[config.mk]
export PLATFORM = sky130hd
export DESIGN_NAME = instr_fetch_flat
export DESIGN_NICKNAME = d
export VERILOG_FILES = /design/src/rtl/riscv_pkg.sv /design/src/rtl/instr_fetch_if.sv /design/src/rtl/fetch_fifo.sv /design/src/rtl/instr_fetch.sv /design/src/flat_wrapper.sv
export SDC_FILE = /design/constraint.sdc
export NUM_CORES = 1
export LEC_CHECK = 0
export ABC_AREA = 0
export CELL_PAD_IN_SITES_DETAIL_PLACEMENT = 1
export CELL_PAD_IN_SITES_GLOBAL_PLACEMENT = 1
export CORE_UTILIZATION = 48
export CTS_CLUSTER_SIZE = 8
export DETAILED_ROUTE_END_ITERATION = 10
export DONT_BUFFER_PORTS = 1
export PLACE_DENSITY_LB_ADDON = 0.1
export SYNTH_ARGS = -nofsm -noshare
export SYNTH_HDL_FRONTEND = slang
export SYNTH_HIERARCHICAL = 1
export SYNTH_SLANG_ARGS = --single-unit
[constraint.sdc]
create_clock -name clock_i -period 4.4 [get_ports clock_i]
set_clock_uncertainty 0.05 [all_clocks]
set_input_delay 0.88 -clock clock_i [delete_from_list [all_inputs] [get_ports clock_i]]
set_output_delay 0.88 -clock clock_i [all_outputs]
set_load 0.05 [all_outputs]
[src/rtl/riscv_pkg.sv]
// Shared opcode constants, reset instruction and fetch FSM encoding.
package riscv_pkg;

    localparam logic [6:0]  OPC_OP     = 7'b0110011;
    localparam logic [6:0]  OPC_OP_IMM = 7'b0010011;
    localparam logic [31:0] NOP_INSTR  = 32'h0000_0013;

    typedef enum logic [1:0] {
        IDLE = 2'd0,
        REQ  = 2'd1,
        WAIT = 2'd2
    } fetch_state_t;

    // Only register-writing ALU forms are executed by the downstream datapath.
    function automatic logic is_supported(input logic [6:0] opc);
        return (opc == OPC_OP) || (opc == OPC_OP_IMM);
    endfunction

endpackage

[src/rtl/instr_fetch_if.sv]
// Instruction-memory request/response plus the fetch-to-datapath outputs.
interface instr_fetch_if;

    logic        imem_req_o;
    logic [31:0] imem_addr_o;
    logic        imem_rvalid_i;
    logic [31:0] imem_rdata_i;
    logic [31:0] instruction_o;
    logic        write_ena_o;
    logic [31:0] fetch_count_o;
    logic [15:0] illegal_count_o;

    modport master (
        output imem_req_o, imem_addr_o,
        input  imem_rvalid_i, imem_rdata_i,
        output instruction_o, write_ena_o, fetch_count_o, illegal_count_o
    );

    modport slave (
        input  imem_req_o, imem_addr_o,
        output imem_rvalid_i, imem_rdata_i,
        input  instruction_o, write_ena_o, fetch_count_o, illegal_count_o
    );

endinterface

[src/rtl/fetch_fifo.sv]
// Two-entry 32-bit FIFO buffering fetched instruction words.
// Latency: pushed word visible at head the cycle after the push.
// Backpressure: push ignored when full unless a pop frees the slot that cycle.
module fetch_fifo (
    input  logic        clock_i,
    input  logic        resetb_i,
    input  logic        push,
    input  logic        pop,
    input  logic [31:0] din,
    output logic [31:0] head,
    output logic [1:0]  count,
    output logic        empty,
    output logic        full
);

    logic [31:0] mem [2];
    logic        wr_ptr;
    logic        rd_ptr;
    logic        do_push;
    logic        do_pop;

    assign empty   = (count == 2'd0);
    assign full    = (count == 2'd2);
    assign do_pop  = pop && !empty;
    assign do_push = push && (!full || do_pop);
    assign head    = mem[rd_ptr];

    always_ff @(posedge clock_i or negedge resetb_i) begin
        if (!resetb_i) begin
            mem[0] <= '0;
            mem[1] <= '0;
            wr_ptr <= 1'b0;
            rd_ptr <= 1'b0;
            count  <= 2'd0;
        end else begin
            if (do_push) begin
                mem[wr_ptr] <= din;
                wr_ptr      <= ~wr_ptr;
            end
            if (do_pop) begin
                rd_ptr <= ~rd_ptr;
            end
            case ({do_push, do_pop})
                2'b10:   count <= count + 2'd1;
                2'b01:   count <= count - 2'd1;
                default: count <= count;
            endcase
        end
    end

endmodule

[src/rtl/instr_fetch.sv]
// Fetch stage: PC, single-outstanding imem reads, 2-deep buffer, one instruction per pop.
// Latency: request one cycle after enable sampled in IDLE; instruction two cycles after rvalid.
// Backpressure: stall_i blocks pops only; fetching halts once the buffer holds two words.
module instr_fetch
    import riscv_pkg::*;
#(
    parameter logic [31:0] RESET_PC = 32'h0000_0000
) (
    input  logic          clock_i,
    input  logic          resetb_i,
    input  logic          enable_i,
    input  logic          stall_i,
    instr_fetch_if.master bus
);

    localparam logic [31:0] PC_INIT = {RESET_PC[31:2], 2'b00};

    fetch_state_t state_q, state_d;
    logic [31:0]  pc_q;
    logic [31:0]  instr_q;
    logic         we_q;
    logic [31:0]  fetch_cnt_q;
    logic [15:0]  illegal_cnt_q;

    logic [31:0]  fifo_head;
    logic [1:0]   fifo_count;
    logic         fifo_empty;
    logic         fifo_full;
    logic         fifo_push;
    logic         fifo_pop;
    logic         imem_req;

    always_comb begin
        state_d  = state_q;
        imem_req = 1'b0;
        unique case (state_q)
            IDLE: if (enable_i && (fifo_count < 2'd2)) state_d = REQ;
            REQ: begin
                imem_req = 1'b1;
                state_d  = WAIT;
            end
            WAIT:    if (bus.imem_rvalid_i) state_d = IDLE;
            default: state_d = IDLE;
        endcase
    end

    // Responses outside WAIT belong to no outstanding request and are dropped.
    assign fifo_push = (state_q == WAIT) && bus.imem_rvalid_i;
    assign fifo_pop  = !stall_i && !fifo_empty;

    always_ff @(posedge clock_i or negedge resetb_i) begin
        if (!resetb_i) begin
            state_q <= IDLE;
            pc_q    <= PC_INIT;
        end else begin
            state_q <= state_d;
            if (state_q == REQ) begin
                pc_q <= pc_q + 32'd4;
            end
        end
    end

    always_ff @(posedge clock_i or negedge resetb_i) begin
        if (!resetb_i) begin
            instr_q       <= NOP_INSTR;
            we_q          <= 1'b0;
            fetch_cnt_q   <= '0;
            illegal_cnt_q <= '0;
        end else if (fifo_pop) begin
            instr_q     <= fifo_head;
            we_q        <= is_supported(fifo_head[6:0]);
            fetch_cnt_q <= fetch_cnt_q + 32'd1;
            if (!is_supported(fifo_head[6:0]) && (illegal_cnt_q != 16'hFFFF)) begin
                illegal_cnt_q <= illegal_cnt_q + 16'd1;
            end
        end else begin
            we_q <= 1'b0;
        end
    end

    fetch_fifo u_fifo (
        .clock_i  (clock_i),
        .resetb_i (resetb_i),
        .push     (fifo_push),
        .pop      (fifo_pop),
        .din      (bus.imem_rdata_i),
        .head     (fifo_head),
        .count    (fifo_count),
        .empty    (fifo_empty),
        .full     (fifo_full)
    );

    // The IDLE entry check reserves a slot before each request is issued.
    a_no_overflow: assert property (@(posedge clock_i) disable iff (!resetb_i)
        fifo_push |-> !fifo_full);

    assign bus.imem_req_o      = imem_req;
    assign bus.imem_addr_o     = pc_q;
    assign bus.instruction_o   = instr_q;
    assign bus.write_ena_o     = we_q;
    assign bus.fetch_count_o   = fetch_cnt_q;
    assign bus.illegal_count_o = illegal_cnt_q;

endmodule

[src/flat_wrapper.sv]
// flat-port wrapper written by rule: the top's interface ports become plain ports
module instr_fetch_flat import riscv_pkg::*;
#(
    parameter logic [31:0] RESET_PC = 32'h0000_0000
)
  (clock_i, resetb_i, enable_i, stall_i, bus_imem_req_o, bus_imem_addr_o, bus_imem_rvalid_i, bus_imem_rdata_i, bus_instruction_o, bus_write_ena_o, bus_fetch_count_o, bus_illegal_count_o);
  instr_fetch_if bus_i ();
  input  logic clock_i;
  input  logic resetb_i;
  input  logic enable_i;
  input  logic stall_i;
  output wire logic [$bits(bus_i.imem_req_o)-1:0] bus_imem_req_o;
  output wire logic [$bits(bus_i.imem_addr_o)-1:0] bus_imem_addr_o;
  input wire logic [$bits(bus_i.imem_rvalid_i)-1:0] bus_imem_rvalid_i;
  input wire logic [$bits(bus_i.imem_rdata_i)-1:0] bus_imem_rdata_i;
  output wire logic [$bits(bus_i.instruction_o)-1:0] bus_instruction_o;
  output wire logic [$bits(bus_i.write_ena_o)-1:0] bus_write_ena_o;
  output wire logic [$bits(bus_i.fetch_count_o)-1:0] bus_fetch_count_o;
  output wire logic [$bits(bus_i.illegal_count_o)-1:0] bus_illegal_count_o;
  assign bus_imem_req_o = bus_i.imem_req_o;
  assign bus_imem_addr_o = bus_i.imem_addr_o;
  assign bus_i.imem_rvalid_i = bus_imem_rvalid_i;
  assign bus_i.imem_rdata_i = bus_imem_rdata_i;
  assign bus_instruction_o = bus_i.instruction_o;
  assign bus_write_ena_o = bus_i.write_ena_o;
  assign bus_fetch_count_o = bus_i.fetch_count_o;
  assign bus_illegal_count_o = bus_i.illegal_count_o;
  instr_fetch #(.RESET_PC(RESET_PC)) u_core (.clock_i(clock_i), .resetb_i(resetb_i), .enable_i(enable_i), .stall_i(stall_i), .bus(bus_i));
endmodule
* Yosys cells after proc, flatten, opt, wreduce, memory -nomap -nowiden
Cells that the tools add are included.
Word-level totals: word-level logic and storage cells 64, register bits 183, output and inout port bits 114, input port bits 37
Cells by class: reductions and logical operators 18, multiplexer cells 12, magnitude comparators 4, eq/ne operators 10, bitwise gates (word level) 4, $add $sub $neg 5
Operators by type and width (count):
- 32-bit two-way mux | 4
- 64-bit bitwise mux | 1
- 32-bit by 1-bit adder with 32-bit output, second input constant | 1
- 32-bit by 3-bit adder with 32-bit output, second input constant | 1
- 32-bit demux with 1-bit select | 1
- 16-bit by 1-bit adder with 16-bit output, second input constant | 1
- 16-bit inequality test, second input constant | 1
- 7-bit by 5-bit equality test with 1-bit output, second input constant | 1
- 7-bit by 6-bit equality test with 1-bit output, second input constant | 1
- 1-bit logical AND | 7
- 2-bit equality test, second input constant | 3
- 2-bit one-hot mux with 3 select lines | 1
- 2-bit by 1-bit equality test with 1-bit output, second input constant | 2
- 2-bit greater-or-equal comparator, second input constant | 2
- 1-bit logical NOT | 4
- 2-bit logical NOT | 2
- 2-bit two-way mux | 2
- 1-bit NOT with 2-bit output | 2
- 2-bit one-hot mux with 2 select lines | 1
- 2-bit AND reduction | 2
- 2-bit by 1-bit adder with 2-bit output, second input constant | 1
- 1-bit logical OR | 2
- 2-bit by 1-bit less-than comparator with 1-bit output, second input constant | 1
- 2-bit less-than comparator, second input constant | 1
- 6 further kinds | 8

* Depth between registers and ports, before layout
depth after elaboration 9, gate-level depth with buffers 10, depth with buffers taken out 6

* By module
The synthesis kept the hierarchy.
By module, submodules not included:
- instr_fetch | cells each 414, area an instance 5016.1 um2, times used 1
- fetch_fifo | cells each 197, area an instance 3244.4 um2, times used 1

* Worst setup path before layout
Ideal clock, no wire load.
kind input port to flip-flop, start input stall_i, end register u_core/u_fifo/mem[44] (netlist bit), required time 4.225 ns, setup time 0.125 ns, slack 1.571 ns, data arrival time 2.654 ns, stages on the path 8, path buffers 3, cells stage by stage or2_1 clkbuf_1 inv_1 clkbuf_1 nor3b_4 nor3_4 buf_6 mux2_4
Between the ends: longest elaborated chain between the ends 5
Ends and longest elaborated chain:
- start, declared | RTL line flat_wrapper.sv:11 | input logic stall_i;
- 1-bit logical NOT | RTL line instr_fetch.sv:49 | assign fifo_pop = !stall_i && !fifo_empty;
- 1-bit logical AND | RTL line instr_fetch.sv:49
- net u_core.fifo_pop | RTL line instr_fetch.sv:30 | logic fifo_pop;
- 1-bit logical AND | RTL line fetch_fifo.sv:24 | assign do_pop = pop && !empty;
- 1-bit logical OR | RTL line fetch_fifo.sv:25 | assign do_push = push && (!full || do_pop);
- 1-bit logical AND | RTL line fetch_fifo.sv:25
- end signal, assigned by index | RTL line fetch_fifo.sv:37 | mem[wr_ptr] <= din;
- end, declared | RTL line fetch_fifo.sv:16 | logic [31:0] mem [2];
The timed path passes the listed nets, and every way through them passes these cells. A chain may end at the register's enable or synchronous reset.

* Worst setup path in the final report
start register u_core.u_fifo.count[0], end register u_core/u_fifo/mem[31] (netlist bit)
Between the ends: longest elaborated chain between the ends 6
Ends and longest elaborated chain:
- start, declared | RTL line fetch_fifo.sv:11 | output logic [1:0] count,
- start signal, assigned | RTL line fetch_fifo.sv:44 | 2'b10: count <= count + 2'd1;
- start signal, assigned | RTL line fetch_fifo.sv:45 | 2'b01: count <= count - 2'd1;
- start signal, assigned | RTL line fetch_fifo.sv:46 | default: count <= count;
- 2-bit logical NOT (*) | RTL line fetch_fifo.sv:22 | assign empty = (count == 2'd0);
- net u_core.fifo_empty | RTL line instr_fetch.sv:27 | logic fifo_empty;
- 1-bit logical NOT (*) | RTL line fetch_fifo.sv:24, instr_fetch.sv:49
- 1-bit logical AND | RTL line instr_fetch.sv:49
- 1-bit logical AND (*) | RTL line fetch_fifo.sv:24
- 1-bit logical OR (*) | RTL line fetch_fifo.sv:25
- 1-bit logical AND (*) | RTL line fetch_fifo.sv:25
The timed path passes the listed nets; every way through them passes the cells marked *.

==> results.toml <==
[run_status]
outcome = "complete, no violations"

[global_route]
first_global_vias = 5424
grt_usage = 0.2098
overflow = 0
grt_max_degree = 182
grt_pass1_wl_um = 29150
antenna_found_initial = 0

[clock_tree]
cts_inserted_buffers = 17
cts_resized = 0
cts_root_buffer = "clkbuf_16"
cts_buffer_depth = 2
cts.sink_count = 181
tritoncts = "built"
path_clk_slew_ns = 0.06
htree_levels = 4
postCtsSetupBuffers = 0
worstSkewPairLatency_ns = 0.43
cts_hold_buf = 0

[detailed_routing]
firstDrtPassIters = 4
via_per_inst = 5.656
drc = 0
drt-total-wl_um = 17520
wl_per_cell_um = 20.71
num_vias = 4785
antenna_violating_nets_post_route = 0
drtIter0Drc = 156

[worst_setup_path]
slowest_stage = "nor2_4"
path_delay_family = "simple AND/OR/NAND/NOR gates"
cp_slowest_stage_delay_ns = 0.58
critPathLaunchType = "flop"
crit_top_cell = "buf_4"
path_class = "flop to flop"
cp_cell_sequence = "nor2_1 -> or2_1 -> buf_4 -> inv_1 -> nor3b_4 -> nor2_4 -> buf_4 -> mux2_2"
required_ns = 4.66
critPathMaxFanout = 17
endpoint_kind = "flop"
cp.arrival_ns = 3.09
cp_num_buf_inv = 3

[logic_synthesis]
synth_area_sq_um = 8257
avgSynthCellArea_sq_um = 13.54
syn_inst = 610
yosys_warnings = 6

[floorplanning]
num_io_pins = 151
die_w_um = 133.2
core_sq_um = 16700
dieArea_sq_um = 17730
std_cell_rows = 47
die_h_um = 133.2
initial_utilization = 0.4944

[timing]
hold_viol_final = 0
max_freq_mhz = 353.3
fin_setup_tns_ns = 0
finalCritPeriodShare = 0.6432
setup_viol = 0
worst_slew_pin_slew_ns = 0.8425
min_period_ns = 2.830
grt_setup_unrepaired = "no"
max-slew-margin-rel = 0.4340
final_max_slew_viol_count = 0

[finish]
fill_cells = 1686
drive_gt1_frac = 0.2987
mostFrequentLayoutCells = "178 x dfrtp_1, 71 x mux2_2, 59 x mux2_4"
area_growth_syn_to_layout_pct = 9.092
nets = 653
final_area_sq_um = 9007
final_common_cell = "dfrtp_1"
insertedDiodeCount = 0

[pwr]
irDropWorstVdd_v = 0.0004684
power_density_nw_per_um2 = 722.1
power.leakage_uw = 0.003947

[placed_design]
gp_congestion = 0.8192
io_buffers = 0
placed_cell_area_sq_um = 8436
hpwlAfterDp_um = 11740

[flow_run]
cap_violations = 0

[hold_path]
hold_class = "primary input to asynchronous set/reset pin"
## layer usage
metal | vias up | GRT usage | share of wire
met3 | 14 | 0.07801 | 0.072
met4 | 0 | 0.07071 | 0.012
li1 | 2163 | - | -
met5 | - | 0 | 0
met2 | 113 | 0.3322 | 0.48
met1 | 2495 | 0.2659 | 0.44
## worst register-to-register path: cells and delay by family (launching register included)
family                 cells  cell delay, ns
multiplexers               1            0.38
buffers and inverters      3            0.77
AND/OR/NAND/NOR            4            1.02
flip-flops                 1            0.49
## cell type report
type / instances / area [sq um] / area share
inverters: 11 / 41.29 / 0.004584
multi-input cells: 395 / 3533 / 0.3923
clock inverters: 8 / 100.1 / 0.01111
repair buffers: 7 / 52.55 / 0.005834
well taps: 220 / 275.3 / 0.03056
clock buffers: 24 / 471.7 / 0.05237
flip-flops and latches: 181 / 4533 / 0.5033
## through the flow
step / cells / total power [uW] / util / hold WS, ns / worst slack, ns
global placement: 814 / 4964 / 0.5051 / 0.4275 / 1.337
CTS: 846 / 6581 / 0.5393 / 0.07919 / 1.527
global route: 846 / 6834 / 0.5393 / 0.07398 / 1.335
detailed placement: 814 / 5067 / 0.5051 / 0.4406 / 1.293
floorplan: 611 / 4694 / - / 0.4045 / 1.571
finish: 846 / 6505 / 0.5393 / 0.09664 / 1.570
## state kept, by name (all words and copies together) (netlist names)
name	cells
u_core/bus.fetch_count_o	32
u_core/bus.illegal_count_o	16
u_core/bus.imem_addr_o	30
u_core/bus.instruction_o	32
u_core/bus.write_ena_o	1
u_core/state_q	2
u_core/u_fifo/count	2
u_core/u_fifo/mem	64
u_core/u_fifo/rd_ptr	1
u_core/u_fifo/wr_ptr	1
## worst paths after layout
kind,startpoint,slack [ns],endpoint,cells after the start
setup / recovery,u_core/u_fifo/count[0],1.57,u_core/u_fifo/mem[31],8
hold / removal,resetb_i,0.1,u_core/bus.fetch_count_o[22],0
setup reg to reg,u_core/u_fifo/count[0],1.57,u_core/u_fifo/mem[31],8
hold reg to reg,u_core/state_q[1],0.45,u_core/state_q[0],1
max in group asynchronous,resetb_i,3.86,u_core/bus.instruction_o[0],0
min in group clock_i,u_core/state_q[1],0.45,u_core/state_q[0],1
## where the power goes
part,leakage [uW],internal [uW],total (uW),switching (uW)
Combinational,0.00140,965,1480,512
Clock,0.000278,867,1490,618
Sequential,0.00227,2220,3540,1330
(Power assumes the default switching activity.)
